`src/rtl/pll_pkg.sv`:
```
// Shared types and helpers for the multi-channel PLL clock divider:
// sequencer state encoding, channel-select width and config clamp rules.
package pll_pkg;

  typedef enum logic [0:0] {
    LOCKING = 1'b0,
    LOCKED  = 1'b1
  } pll_state_e;

  function automatic int chan_w(input int channels);
    return (channels > 1) ? $clog2(channels) : 1;
  endfunction

  // A zero divide ratio has no meaning; treat it as pass-through (divide by 1).
  function automatic logic [31:0] div_sanitise(input logic [31:0] div);
    return (div == 32'd0) ? 32'd1 : div;
  endfunction

  // The start phase must be a reachable count value, i.e. below the ratio.
  function automatic logic [31:0] phase_clamp(input logic [31:0] phase,
                                              input logic [31:0] div);
    return (phase >= div) ? div - 32'd1 : phase;
  endfunction

endpackage

```
`src/rtl/pll_clkdiv_chan.sv`:
```
// One derived-clock channel: divide/phase registers, the phase counter and
// a glitch-free outclk flop fed from the decode of next-state values.
module pll_clkdiv_chan
  import pll_pkg::*;
#(
  parameter int DIV_WIDTH   = 8,
  parameter int DEFAULT_DIV = 1
) (
  input  logic                 refclk,
  input  logic                 rst,
  input  logic                 load,
  input  logic                 run,
  input  logic                 wr,
  input  logic [DIV_WIDTH-1:0] wr_div,
  input  logic [DIV_WIDTH-1:0] wr_phase,
  input  logic                 locked,
  input  logic                 lock_next,
  output logic                 outclk,
  output logic                 outen
);

  logic [DIV_WIDTH-1:0] div, ph, cnt;
  logic [DIV_WIDTH-1:0] div_wr, ph_wr;
  logic [DIV_WIDTH-1:0] div_next, ph_next, cnt_next, hi_next;
  logic                 outclk_next;

  // NOTE: every signal assigned here gets a value on every path first, so no latch is inferred.
  always_comb begin
    div_wr   = DIV_WIDTH'(div_sanitise(32'(wr_div)));
    ph_wr    = DIV_WIDTH'(phase_clamp(32'(wr_phase), 32'(div_wr)));
    div_next = wr ? div_wr : div;
    ph_next  = wr ? ph_wr  : ph;
    cnt_next = cnt;
    if (load) begin
      cnt_next = ph_next;
    end else if (run) begin
      cnt_next = (cnt >= div - DIV_WIDTH'(1)) ? '0 : cnt + DIV_WIDTH'(1);
    end
    hi_next     = (div_next >> 1) + DIV_WIDTH'(div_next[0]);
    outclk_next = lock_next & (cnt_next < hi_next);
  end

  // NOTE: sequential state uses non-blocking assignments so all flops sample pre-edge values.
  always_ff @(posedge refclk or posedge rst) begin
    if (rst) begin
      div    <= DIV_WIDTH'(DEFAULT_DIV);
      ph     <= '0;
      cnt    <= '0;
      outclk <= 1'b0;
    end else begin
      div    <= div_next;
      ph     <= ph_next;
      cnt    <= cnt_next;
      outclk <= outclk_next;
    end
  end

  assign outen = locked & (cnt == '0);

endmodule

```
`src/rtl/pll_clkdiv.sv`:
```
// Multi-channel PLL clock divider: lock/relock sequencer, reconfiguration
// handshake and CHANNELS generate-instantiated divider channels.
module pll_clkdiv
  import pll_pkg::*;
#(
  parameter  int CHANNELS    = 2,
  parameter  int DIV_WIDTH   = 8,
  parameter  int LOCK_CYCLES = 16,
  parameter  int DEFAULT_DIV = 1,
  localparam int CHAN_W      = chan_w(CHANNELS)
) (
  input  logic                 refclk,
  input  logic                 rst,
  input  logic                 cfg_valid,
  output logic                 cfg_ready,
  input  logic [CHAN_W-1:0]    cfg_chan,
  input  logic [DIV_WIDTH-1:0] cfg_div,
  input  logic [DIV_WIDTH-1:0] cfg_phase,
  output logic [CHANNELS-1:0]  outclk,
  output logic [CHANNELS-1:0]  outen,
  output logic                 locked
);

  localparam logic [0:0] ST_LOCKING = LOCKING;
  localparam logic [0:0] ST_LOCKED  = LOCKED;
  localparam int         LCW        = (LOCK_CYCLES > 1) ? $clog2(LOCK_CYCLES) : 1;

  logic [0:0]          state, state_next;
  logic [LCW-1:0]      lock_cnt, lock_cnt_next;
  logic                accept, lock_done, lock_next, load, run;
  logic [CHANNELS-1:0] wr;

  assign locked    = (state == ST_LOCKED);
  assign cfg_ready = locked;
  assign accept    = cfg_valid & cfg_ready;
  assign lock_done = (lock_cnt == LCW'(LOCK_CYCLES - 1));

  always_comb begin
    state_next    = state;
    lock_cnt_next = lock_cnt;
    if (accept) begin
      state_next    = ST_LOCKING;
      lock_cnt_next = '0;
    end else if (state == ST_LOCKING) begin
      state_next    = lock_done ? ST_LOCKED : ST_LOCKING;
      lock_cnt_next = lock_done ? '0 : lock_cnt + LCW'(1);
    end
  end

  always_ff @(posedge refclk or posedge rst) begin
    if (rst) begin
      state    <= ST_LOCKING;
      lock_cnt <= '0;
    end else begin
      state    <= state_next;
      lock_cnt <= lock_cnt_next;
    end
  end

  // Every channel reloads its phase on accept and throughout LOCKING, so all
  // channels leave LOCKING on the same edge and stay mutually aligned.
  assign lock_next = (state_next == ST_LOCKED);
  assign load      = (state == ST_LOCKING) | accept;
  assign run       = (state == ST_LOCKED) & ~accept;

  // An out-of-range channel index matches no channel but still forces relock.
  always_comb begin
    wr = '0;
    for (int i = 0; i < CHANNELS; i++) begin
      wr[i] = accept & (cfg_chan == CHAN_W'(i));
    end
  end

  for (genvar g = 0; g < CHANNELS; g++) begin : g_chan
    pll_clkdiv_chan #(
      .DIV_WIDTH  (DIV_WIDTH),
      .DEFAULT_DIV(DEFAULT_DIV)
    ) u_chan (
      .refclk   (refclk),
      .rst      (rst),
      .load     (load),
      .run      (run),
      .wr       (wr[g]),
      .wr_div   (cfg_div),
      .wr_phase (cfg_phase),
      .locked   (locked),
      .lock_next(lock_next),
      .outclk   (outclk[g]),
      .outen    (outen[g])
    );
  end

endmodule

```
`config.mk`:
```
export PLATFORM = sky130hd
export DESIGN_NAME = pll_clkdiv
export DESIGN_NICKNAME = d
export VERILOG_FILES = /design/src/rtl/pll_pkg.sv /design/src/rtl/pll_clkdiv_chan.sv /design/src/rtl/pll_clkdiv.sv
export SDC_FILE = /design/constraint.sdc
export NUM_CORES = 1
export LEC_CHECK = 0
export ABC_CLOCK_PERIOD_IN_PS = 5000
export BUFFER_PORTS_ARGS = -buffer_cell sky130_fd_sc_hd__buf_2
export CAP_MARGIN = 0
export CORE_MARGIN = 4
export CORE_UTILIZATION = 60
export DETAILED_ROUTE_END_ITERATION = 10
export PLACE_DENSITY = 0.79
export SLEW_MARGIN = 20
export SYNTH_ARGS = -nofsm -noshare
export SYNTH_HDL_FRONTEND = slang
export SYNTH_SLANG_ARGS = --single-unit
```
`constraint.sdc`:
```
create_clock -name refclk -period 5 [get_ports refclk]
set_input_delay 0.75 -clock refclk [delete_from_list [all_inputs] [get_ports refclk]]
set_output_delay 0.75 -clock refclk [all_outputs]
set_load 0.02 [all_outputs]
```
==> results of run 1 <==
-- cells in the mapped netlist, types with 3 or more instances --
library cell	number	area, sq um
sky130_fd_sc_hd__o211ai_1	14	105
sky130_fd_sc_hd__buf_2	4	20.0
sky130_fd_sc_hd__o32ai_1	3	26.3
sky130_fd_sc_hd__nand2b_1	7	43.8
sky130_fd_sc_hd__inv_1	39	146
sky130_fd_sc_hd__clkbuf_1	6	22.5
sky130_fd_sc_hd__o21a_1	3	22.5
sky130_fd_sc_hd__and3_1	5	31.3
sky130_fd_sc_hd__nor2_1	24	90.1
sky130_fd_sc_hd__nor3_1	10	50.1
sky130_fd_sc_hd__or3_1	3	18.8
sky130_fd_sc_hd__nand3_1	25	125
sky130_fd_sc_hd__and2_1	4	25.0
sky130_fd_sc_hd__xnor2_1	23	201
sky130_fd_sc_hd__buf_4	6	45.0
sky130_fd_sc_hd__nand4_1	4	25.0
sky130_fd_sc_hd__xor2_1	15	131
sky130_fd_sc_hd__nor4_1	3	18.8
sky130_fd_sc_hd__ha_1	50	626
sky130_fd_sc_hd__o211a_1	4	40.0
sky130_fd_sc_hd__mux2i_1	5	50.1
sky130_fd_sc_hd__o221ai_1	6	52.6
sky130_fd_sc_hd__a21oi_1	14	70.1
sky130_fd_sc_hd__a31oi_1	6	37.5
sky130_fd_sc_hd__nand2_1	42	158
sky130_fd_sc_hd__o21ai_0	34	170
sky130_fd_sc_hd__a21o_1	9	67.6
sky130_fd_sc_hd__a211oi_1	7	52.6
sky130_fd_sc_hd__dfrtp_1	53	1330
-- flip-flops by register name, indices dropped and copies added (netlist names) --
signal and flops:
g_chan.u_chan.div 16, g_chan.u_chan.outclk 2, lock_cnt 4, g_chan.u_chan.ph 16, cfg_ready 1, g_chan.u_chan.cnt 16
-- cell type report --
type                    instances  share of cell area (%)
flip-flops and latches         55                    31.2
inverters                      39                    3.31
multi-input cells             350                    57.7
clock buffers                   5                    1.56
repair buffers                 30                    3.68
well taps                      80                    2.26
clock inverters                 3                   0.339
-- per-stage QoR --
stage               instance area, sq um  power, mW  hold WS, ps
global placement                    4340       2.31          454
CTS                                 4420       2.65          484
floorplan                           4170       1.97          440
global route                        4420       2.93          510
detailed placement                  4340       2.40          457
finish                              4420       2.66          484
-- cell families after synthesis --
kind of cell | count (synthesis)
AOI/OAI and AO/OA | 119
xor gates and xnor gates | 38
adders and majority gates | 50
buffers and inverters | 57
DFF | 55
muxes | 6
and+or+nand+nor | 137
-- worst min-delay path, stage by stage (launching register included) --
cell	delay, ps
sky130_fd_sc_hd__dfrtp_1	330
sky130_fd_sc_hd__nand2_1	60
sky130_fd_sc_hd__nand2_1	60
-- power by group through the flow --
stage	registers, mW	clock network, mW	logic (mW)
CTS	0.884	0.249	1.52
global placement	0.883	0	1.42
detailed placement	0.893	0	1.51
floorplan	0.816	0	1.15
finish	0.889	0.245	1.53
global route	0.919	0.266	1.74
-- routing by layer --
layer | part of all wire [%] | track usage [%]
met1 | 48 | 37.6
met2 | 46 | 40.8
met3 | 5.2 | 3.73
met5 | 0 | 0
met4 | 1.4 | 6.16
-- worst min-delay path by stage --
stage                                          start                                to  slack, ps  cells past startpoint
floorplan           g_chan[1].u_chan.ph[5]$_DFF_PP0_  g_chan[1].u_chan.ph[5]$_DFF_PP0_        440                      2
global placement    g_chan[1].u_chan.ph[3]$_DFF_PP0_  g_chan[1].u_chan.ph[3]$_DFF_PP0_        450                      2
detailed placement  g_chan[1].u_chan.ph[3]$_DFF_PP0_  g_chan[1].u_chan.ph[3]$_DFF_PP0_        460                      2
CTS                 g_chan[1].u_chan.ph[5]$_DFF_PP0_  g_chan[1].u_chan.ph[5]$_DFF_PP0_        480                      2
global route        g_chan[1].u_chan.ph[5]$_DFF_PP0_  g_chan[1].u_chan.ph[5]$_DFF_PP0_        510                      2
finish              g_chan[1].u_chan.ph[5]$_DFF_PP0_  g_chan[1].u_chan.ph[5]$_DFF_PP0_        480                      2
==> results.rst, run 1 <==
.. list-table::
   :header-rows: 1

   * - Metric
     - Value
   * - Aggregate global routing overflow
     - 0
   * - Die W
     - 91.4 microns
   * - Top library cells by usage in the layout, fill and taps aside
     - sky130_fd_sc_hd__dfrtp_1 (53), sky130_fd_sc_hd__ha_1 (50), sky130_fd_sc_hd__nand2_1 (42), sky130_fd_sc_hd__inv_1 (38), sky130_fd_sc_hd__o21ai_0 (34)
   * - Final Skew
     - 7.86 ps
   * - Post-synthesis share of cell area spent on full adders, half adders and majority gates
     - 15.0%
   * - Final estimated routing congestion in global placement
     - 0.944
   * - Final Hold Viols
     - 0
   * - Critical path cell sequence
     - buf_2, nor4_1, a21o_1, ha_1, nand2b_1, a31oi_4, o21a_4, o211ai_1, a31oi_1, ha_1, a2111oi_0, o31ai_1, nand2_1, o41a_1, o311a_1
   * - Largest family of logic cells by synthesized area
     - compound AO/OA/AOI/OAI gates
   * - DRC
     - 0
   * - Number of vias per cell after detailed routing
     - 6.32
   * - # hold bufs at CTS
     - 0
   * - Slowest-stage cell, CP
     - sky130_fd_sc_hd__nor4_1
   * - Final non-filler cell total
     - 562
   * - Count of buffers added by post-CTS timing repair for setup
     - 0
   * - Final routed wire length divided by cell count
     - 18.4 microns
   * - Internal Dissipation
     - 1.42 mW
   * - Launching point of the worst reg2reg path
     - g_chan[1].u_chan.div[0]$_DFF_PP1_
   * - Finished Core Util
     - 65.5%
   * - Maximum number of pins on one net before global-route repair
     - 56
   * - Min Tclk post-route
     - 4280 ps
   * - Final setup viols
     - 0
   * - Critical path startpoint category
     - input pin
   * - Worst reg2reg setup slack
     - 820 ps
   * - Cts bufs inserted
     - 5
   * - FFs w/ async S/R, synth
     - 100%
   * - Most frequent CP cell
     - sky130_fd_sc_hd__ha_1
   * - Clock Tree Root
     - sky130_fd_sc_hd__clkbuf_8
   * - Largest incremental delay on the critical path
     - 560 ps
   * - Area taken by flip-flops and latches
     - 1380 sq um
   * - Number of antenna violations at the first check in global routing
     - 0
   * - Area added between synthesis and finish
     - 6.03%
   * - Final layout net count
     - 551
   * - LEAKAGE
     - 2.13 nW
   * - Setup repair after global routing missed its margin
     - false
   * - Number of buffer and inverter stages on the critical path
     - 1
   * - CP Depth
     - 15
   * - R2r endpoint
     - g_chan[1].u_chan.outclk$_DFF_PP0_
   * - Place WS
     - 484 ps
   * - Post-synthesis cell count
     - 462
   * - Fraction of layout instances using a drive strength above 1
     - 10.2%
   * - Mapped Avg Cell Area
     - 9.03 sq um
   * - Pin slew with the least headroom to its limit
     - 703 ps
   * - Arr. time, crit path
     - 4480 ps
   * - H-Tree Depth
     - 2
   * - Setup TNS after final layout
     - 0 ps
   * - Reg2Reg Depth
     - 17
   * - CTS tree
     - built
   * - Clock latency on the worst-skew pair
     - 310 ps
   * - Cell row count
     - 30
   * - Antenna cell count
     - 0
   * - Area fraction in compound gates after synthesis
     - 20.8%
   * - Clk pin slew, worst setup/hold paths
     - 90 ps
   * - YS warnings
     - 0
   * - Count of buffers from port buffering
     - 25
   * - Number of enable flip-flop cells after synthesis
     - 0
   * - Setup crit end
     - g_chan[1].u_chan.outclk$_DFF_PP0_
   * - Detail Route Antenna Nets
     - 0
   * - Share of synthesized area occupied by flip-flops and latches
     - 33.1%
   * - Comb pwr share
     - 57.5%
   * - Maximum VDD drop
     - 356 uV
   * - Share of synthesized cell area in and, or, nand and nor gates
     - 16.0%
   * - Critical path required time
     - 5200 ps
   * - Flip-flop and latch count after synthesis
     - 55
   * - CP Launch Point
     - cfg_div[3]
   * - Final count of pins violating max slew
     - 0
   * - Area occupied by multi-input gates
     - 2550 sq um
   * - Fmax
     - 0.234 GHz
   * - Sequential fraction of design power
     - 33.3%
   * - Total wire length after detailed routing
     - 10300 microns
   * - Kind of cell with the highest combined delay on the critical path
     - compound AO/OA/AOI/OAI gates
   * - # placed instances
     - 554
   * - Number of iterations in the first detailed-routing pass
     - 5
   * - Floorplan die area
     - 8350 sq um
   * - Status
     - completed
   * - Number of I/O pins
     - 26
   * - Mux cell area share after synthesis
     - 1.47%
   * - Count of unique library cells instantiated by Yosys
     - 57
   * - Startpoint-to-endpoint class of the critical path
     - in2reg
   * - Core area
     - 6760 sq um
   * - Power share of the clock group
     - 9.2%
   * - Most frequent standard cell in the layout excluding fill and tap cells
     - sky130_fd_sc_hd__dfrtp_1
   * - Worst Hold Class
     - reg2reg
   * - Power Dens Cells
     - 603 nW/um^2
   * - Switching share of power
     - 46.9%
   * - Via count of the first global-routing pass
     - 3501
   * - DR iter-0 viols
     - 236
   * - Number of vias in the routed layout
     - 3551
   * - Global-route wire length before repair
     - 17300 microns
   * - Most used flip-flop cell after synthesis
     - sky130_fd_sc_hd__dfrtp_1
   * - Final WS setup
     - 722 ps
   * - Maximum capacitance violations
     - 0
   * - Xor/xnor share of the synthesized area
     - 7.98%
   * - Endpoint class of the critical path
     - flip-flop
   * - Number of nets in the synthesized netlist
     - 532
   * - Tot GR Track Use
     - 25.9%
   * - Max clock buf depth
     - 2
   * - FILL cells
     - 569
   * - Count of instances resized after the clock tree is built
     - 0
   * - Placed wire-length estimate
     - 8440 microns
   * - Switching power
     - 1.25 mW
   * - Relative slew slack
     - 53.1%
   * - Effective utilization at floorplan
     - 61.7%
   * - Sinks on Clock Net
     - 55
   * - Final critical-path share of the clock period
     - 85.6%
   * - Cell area after technology mapping
     - 4170 sq um
   * - Die span in y
     - 91.4 microns
   * - Maximum fanout encountered on the critical timing path
     - 14
No activity file was read; power rests on OpenSTA's default activity.
==> run 2, diff against run 1 <==
- ABC_AREA: unset -> 1
- CORE_MARGIN: 4 -> 10
==> results.rst, run 2 <==
.. list-table::
   :header-rows: 1

   * - Metric
     - Value
   * - DRC
     - 0
   * - LEAKAGE
     - 2.23 nW
   * - Count of buffers from port buffering
     - 25
   * - Aggregate global routing overflow
     - 0
   * - Startpoint-to-endpoint class of the critical path
     - reg2reg
   * - Via count of the first global-routing pass
     - 3339
   * - Max clock buf depth
     - 2
   * - Library cell with the highest instance count after synthesis
     - sky130_fd_sc_hd__nand2_1
   * - Final critical-path share of the clock period
     - 68.9%
   * - Final Hold Viols
     - 0
   * - # hold bufs at CTS
     - 0
   * - Maximum VDD drop
     - 312 uV
   * - Launching point of the worst reg2reg path
     - g_chan[1].u_chan.div[0]$_DFF_PP1_
   * - CP Launch Point
     - g_chan[1].u_chan.div[0]$_DFF_PP1_
   * - Global-route wire length before repair
     - 15700 microns
   * - Clock Tree Root
     - sky130_fd_sc_hd__clkbuf_8
   * - Count of instances resized after the clock tree is built
     - 0
   * - Antenna cell count
     - 0
   * - Setup TNS after final layout
     - 0 ps
   * - Final WS setup
     - 1560 ps
   * - Power Dens Cells
     - 600 nW/um^2
   * - Number of I/O pins
     - 26
   * - CTS tree
     - built
   * - Critical path startpoint category
     - flip-flop
   * - DRT met1 WL
     - 4650 microns
   * - Placed wire-length estimate
     - 7570 microns
   * - Count of buffers added by post-CTS timing repair for setup
     - 0
   * - Effective utilization at floorplan
     - 62.9%
   * - Number of nets in the synthesized netlist
     - 572
   * - Cell row count
     - 29
   * - Routed wl met2
     - 4060 microns
   * - YS warnings
     - 0
   * - Floorplan die area
     - 10500 sq um
   * - Number of enable flip-flop cells after synthesis
     - 0
   * - Post-synthesis cell count
     - 502
   * - Maximum capacitance violations
     - 0
   * - Core area
     - 6460 sq um
   * - DP Area
     - 4210 sq um
   * - Pin slew with the least headroom to its limit
     - 702 ps
   * - Die span in y
     - 102 microns
   * - Clock latency on the worst-skew pair
     - 320 ps
   * - Maximum fanout encountered on the critical timing path
     - 4
   * - Number of antenna violations at the first check in global routing
     - 0
   * - Worst Hold Class
     - reg2reg
   * - Final routed wire length divided by cell count
     - 15.4 microns
   * - Most used flip-flop cell after synthesis
     - sky130_fd_sc_hd__dfrtp_1
   * - Reg2Reg Depth
     - 18
   * - Largest registers ranked by flip-flop count
     - g_chan.u_chan.cnt: 16 flops, g_chan.u_chan.div: 16 flops, g_chan.u_chan.ph: 16 flops
   * - Final count of pins violating max slew
     - 0
   * - Total non-filler cell area in the finished layout
     - 4300 sq um
   * - # placed instances
     - 594
   * - Count of unique library cells instantiated by Yosys
     - 40
   * - Arr. time, crit path
     - 3700 ps
   * - Place WS
     - 1290 ps
   * - Sinks on Clock Net
     - 55
   * - Setup repair after global routing missed its margin
     - false
   * - Wire length on met3
     - 488 microns
   * - Detail Route Antenna Nets
     - 0
   * - Hold Startpoint
     - g_chan[0].u_chan.ph[3]$_DFF_PP0_
   * - Cell types with the largest area share after synthesis
     - sky130_fd_sc_hd__dfrtp_1 (33%), sky130_fd_sc_hd__ha_1 (15%), sky130_fd_sc_hd__nand2_1 (10%)
   * - Most common library cells after synthesis
     - sky130_fd_sc_hd__nand2_1 (109), sky130_fd_sc_hd__inv_1 (56), sky130_fd_sc_hd__dfrtp_1 (53), sky130_fd_sc_hd__ha_1 (50), sky130_fd_sc_hd__nor2_1 (27)
   * - Number of iterations in the first detailed-routing pass
     - 4
   * - Flip-flop and latch count after synthesis
     - 55
   * - Number of vias in the routed layout
     - 3376
   * - Setup crit end
     - g_chan[1].u_chan.outclk$_DFF_PP0_
   * - Final estimated routing congestion in global placement
     - 0.950
   * - Endpoint class of the critical path
     - flip-flop
   * - Final layout net count
     - 594
   * - DR iter-0 viols
     - 166
   * - Number of vias per cell after detailed routing
     - 5.61
   * - Mapped Avg Cell Area
     - 8.10 sq um
   * - R2r endpoint
     - g_chan[1].u_chan.outclk$_DFF_PP0_
   * - Leading area contributor after synthesis
     - sky130_fd_sc_hd__dfrtp_1
   * - Fmax
     - 0.290 GHz
   * - Slowest-stage cell, CP
     - sky130_fd_sc_hd__dfstp_2
   * - Final Skew
     - 15.1 ps
   * - Fraction of layout instances using a drive strength above 1
     - 15.8%
   * - Maximum number of pins on one net before global-route repair
     - 56
   * - Min Tclk post-route
     - 3440 ps
   * - Tot GR Track Use
     - 18.7%
   * - Share of synthesized area occupied by flip-flops and latches
     - 33.9%
   * - Top library cells by usage in the layout, fill and taps aside
     - sky130_fd_sc_hd__nand2_1 (109), sky130_fd_sc_hd__inv_1 (55), sky130_fd_sc_hd__dfrtp_1 (53), sky130_fd_sc_hd__ha_1 (50), sky130_fd_sc_hd__nor2_1 (27)
   * - Area added between synthesis and finish
     - 5.88%
   * - Highest metal layer used by the detailed router
     - met4
   * - Largest incremental delay on the critical path
     - 380 ps
   * - Relative slew slack
     - 53.2%
   * - Die W
     - 102 microns
   * - Critical path required time
     - 5250 ps
   * - Clk pin slew, worst setup/hold paths
     - 110 ps
   * - Critical path cell sequence
     - inv_1, ha_1, nand3_1, nor3_1, xor2_1, inv_1, ha_1, nand2_1, o21a_1, a21boi_1, nand2_1, nor2_1, inv_1, o31ai_1, ha_1, a21oi_1, o211ai_1, a21oi_1
   * - H-Tree Depth
     - 2
   * - Total wire length after detailed routing
     - 9280 microns
   * - Status
     - completed
   * - Fraction of synthesized cell area taken by the top area cell type
     - 32.6%
   * - Final setup viols
     - 0
   * - FFs w/ async S/R, synth
     - 100%
   * - Cts bufs inserted
     - 5
   * - Cell area after technology mapping
     - 4070 sq um
   * - Worst reg2reg setup slack
     - 1560 ps
   * - Most frequent standard cell in the layout excluding fill and tap cells
     - sky130_fd_sc_hd__nand2_1
   * - Final non-filler cell total
     - 602
run 2: area by class of cell:
type / instances / area, sq um
Clock buffer: 6 / 82.6
Multi-Input combinational cell: 362 / 2320
Timing Repair Buffer: 27 / 140
Sequential cell: 55 / 1380
Inverter: 73 / 277
Tap cell: 77 / 96.3
Fill cell: 537 / 2150
Clock inverter: 2 / 13.8
run 2: kinds of logic (layout without fill, tap and decap cells):
family | after synthesis | in the layout | share of synthesized area (%)
compound gates | 81 | 81 | 12.2
xor+xnor | 32 | 32 | 6.89
fa+ha+maj | 50 | 50 | 15.4
buf+inv | 85 | 108 | 9.11
flops | 55 | 55 | 33.9
simple gates | 199 | 199 | 22.5
run 2: worst max-delay path, delay by kind of cell (launching register included):
family / cells / cell delay [ps]
AO/OA/AOI/OAI: 6 / 1050
adder cells (fa/ha/maj): 3 / 780
AND/OR/NAND/NOR: 5 / 740
flip-flops: 1 / 380
buffers and inverters: 3 / 280
XOR/XNOR: 1 / 160
run 2: power by group:
part	total [mW]	switching [mW]	internal, mW
Combinational	1.48	0.904	0.581
Sequential	0.831	0.167	0.664
Clock	0.265	0.152	0.114
Total	2.58	1.22	1.36
run 2: how the worst min path moves through the flow:
stage	end	cells past startpoint
after floorplan	g_chan[0].u_chan.ph[5]$_DFF_PP0_	2
after global placement	g_chan[0].u_chan.ph[7]$_DFF_PP0_	2
after detailed placement	g_chan[1].u_chan.ph[3]$_DFF_PP0_	2
after CTS	g_chan[1].u_chan.ph[3]$_DFF_PP0_	2
after global routing	g_chan[0].u_chan.ph[3]$_DFF_PP0_	2
final	g_chan[0].u_chan.ph[3]$_DFF_PP0_	2
run 2: layer usage:
layer | track usage (%) | vias up
met1 | 26.6 | 1616
met3 | 2.97 | 8
met5 | 0 | -
met4 | 4.01 | 0
met2 | 29.1 | 67
li1 | - | 1685
run 2: per-stage QoR:
stage	power (mW)	hold slack, ps	utilization (%)
after CTS	2.58	494	66.6
after floorplan	1.95	443	-
after detailed placement	2.31	467	65.1
final	2.58	492	66.6
after global routing	2.87	522	66.6
after global placement	2.23	455	65.1
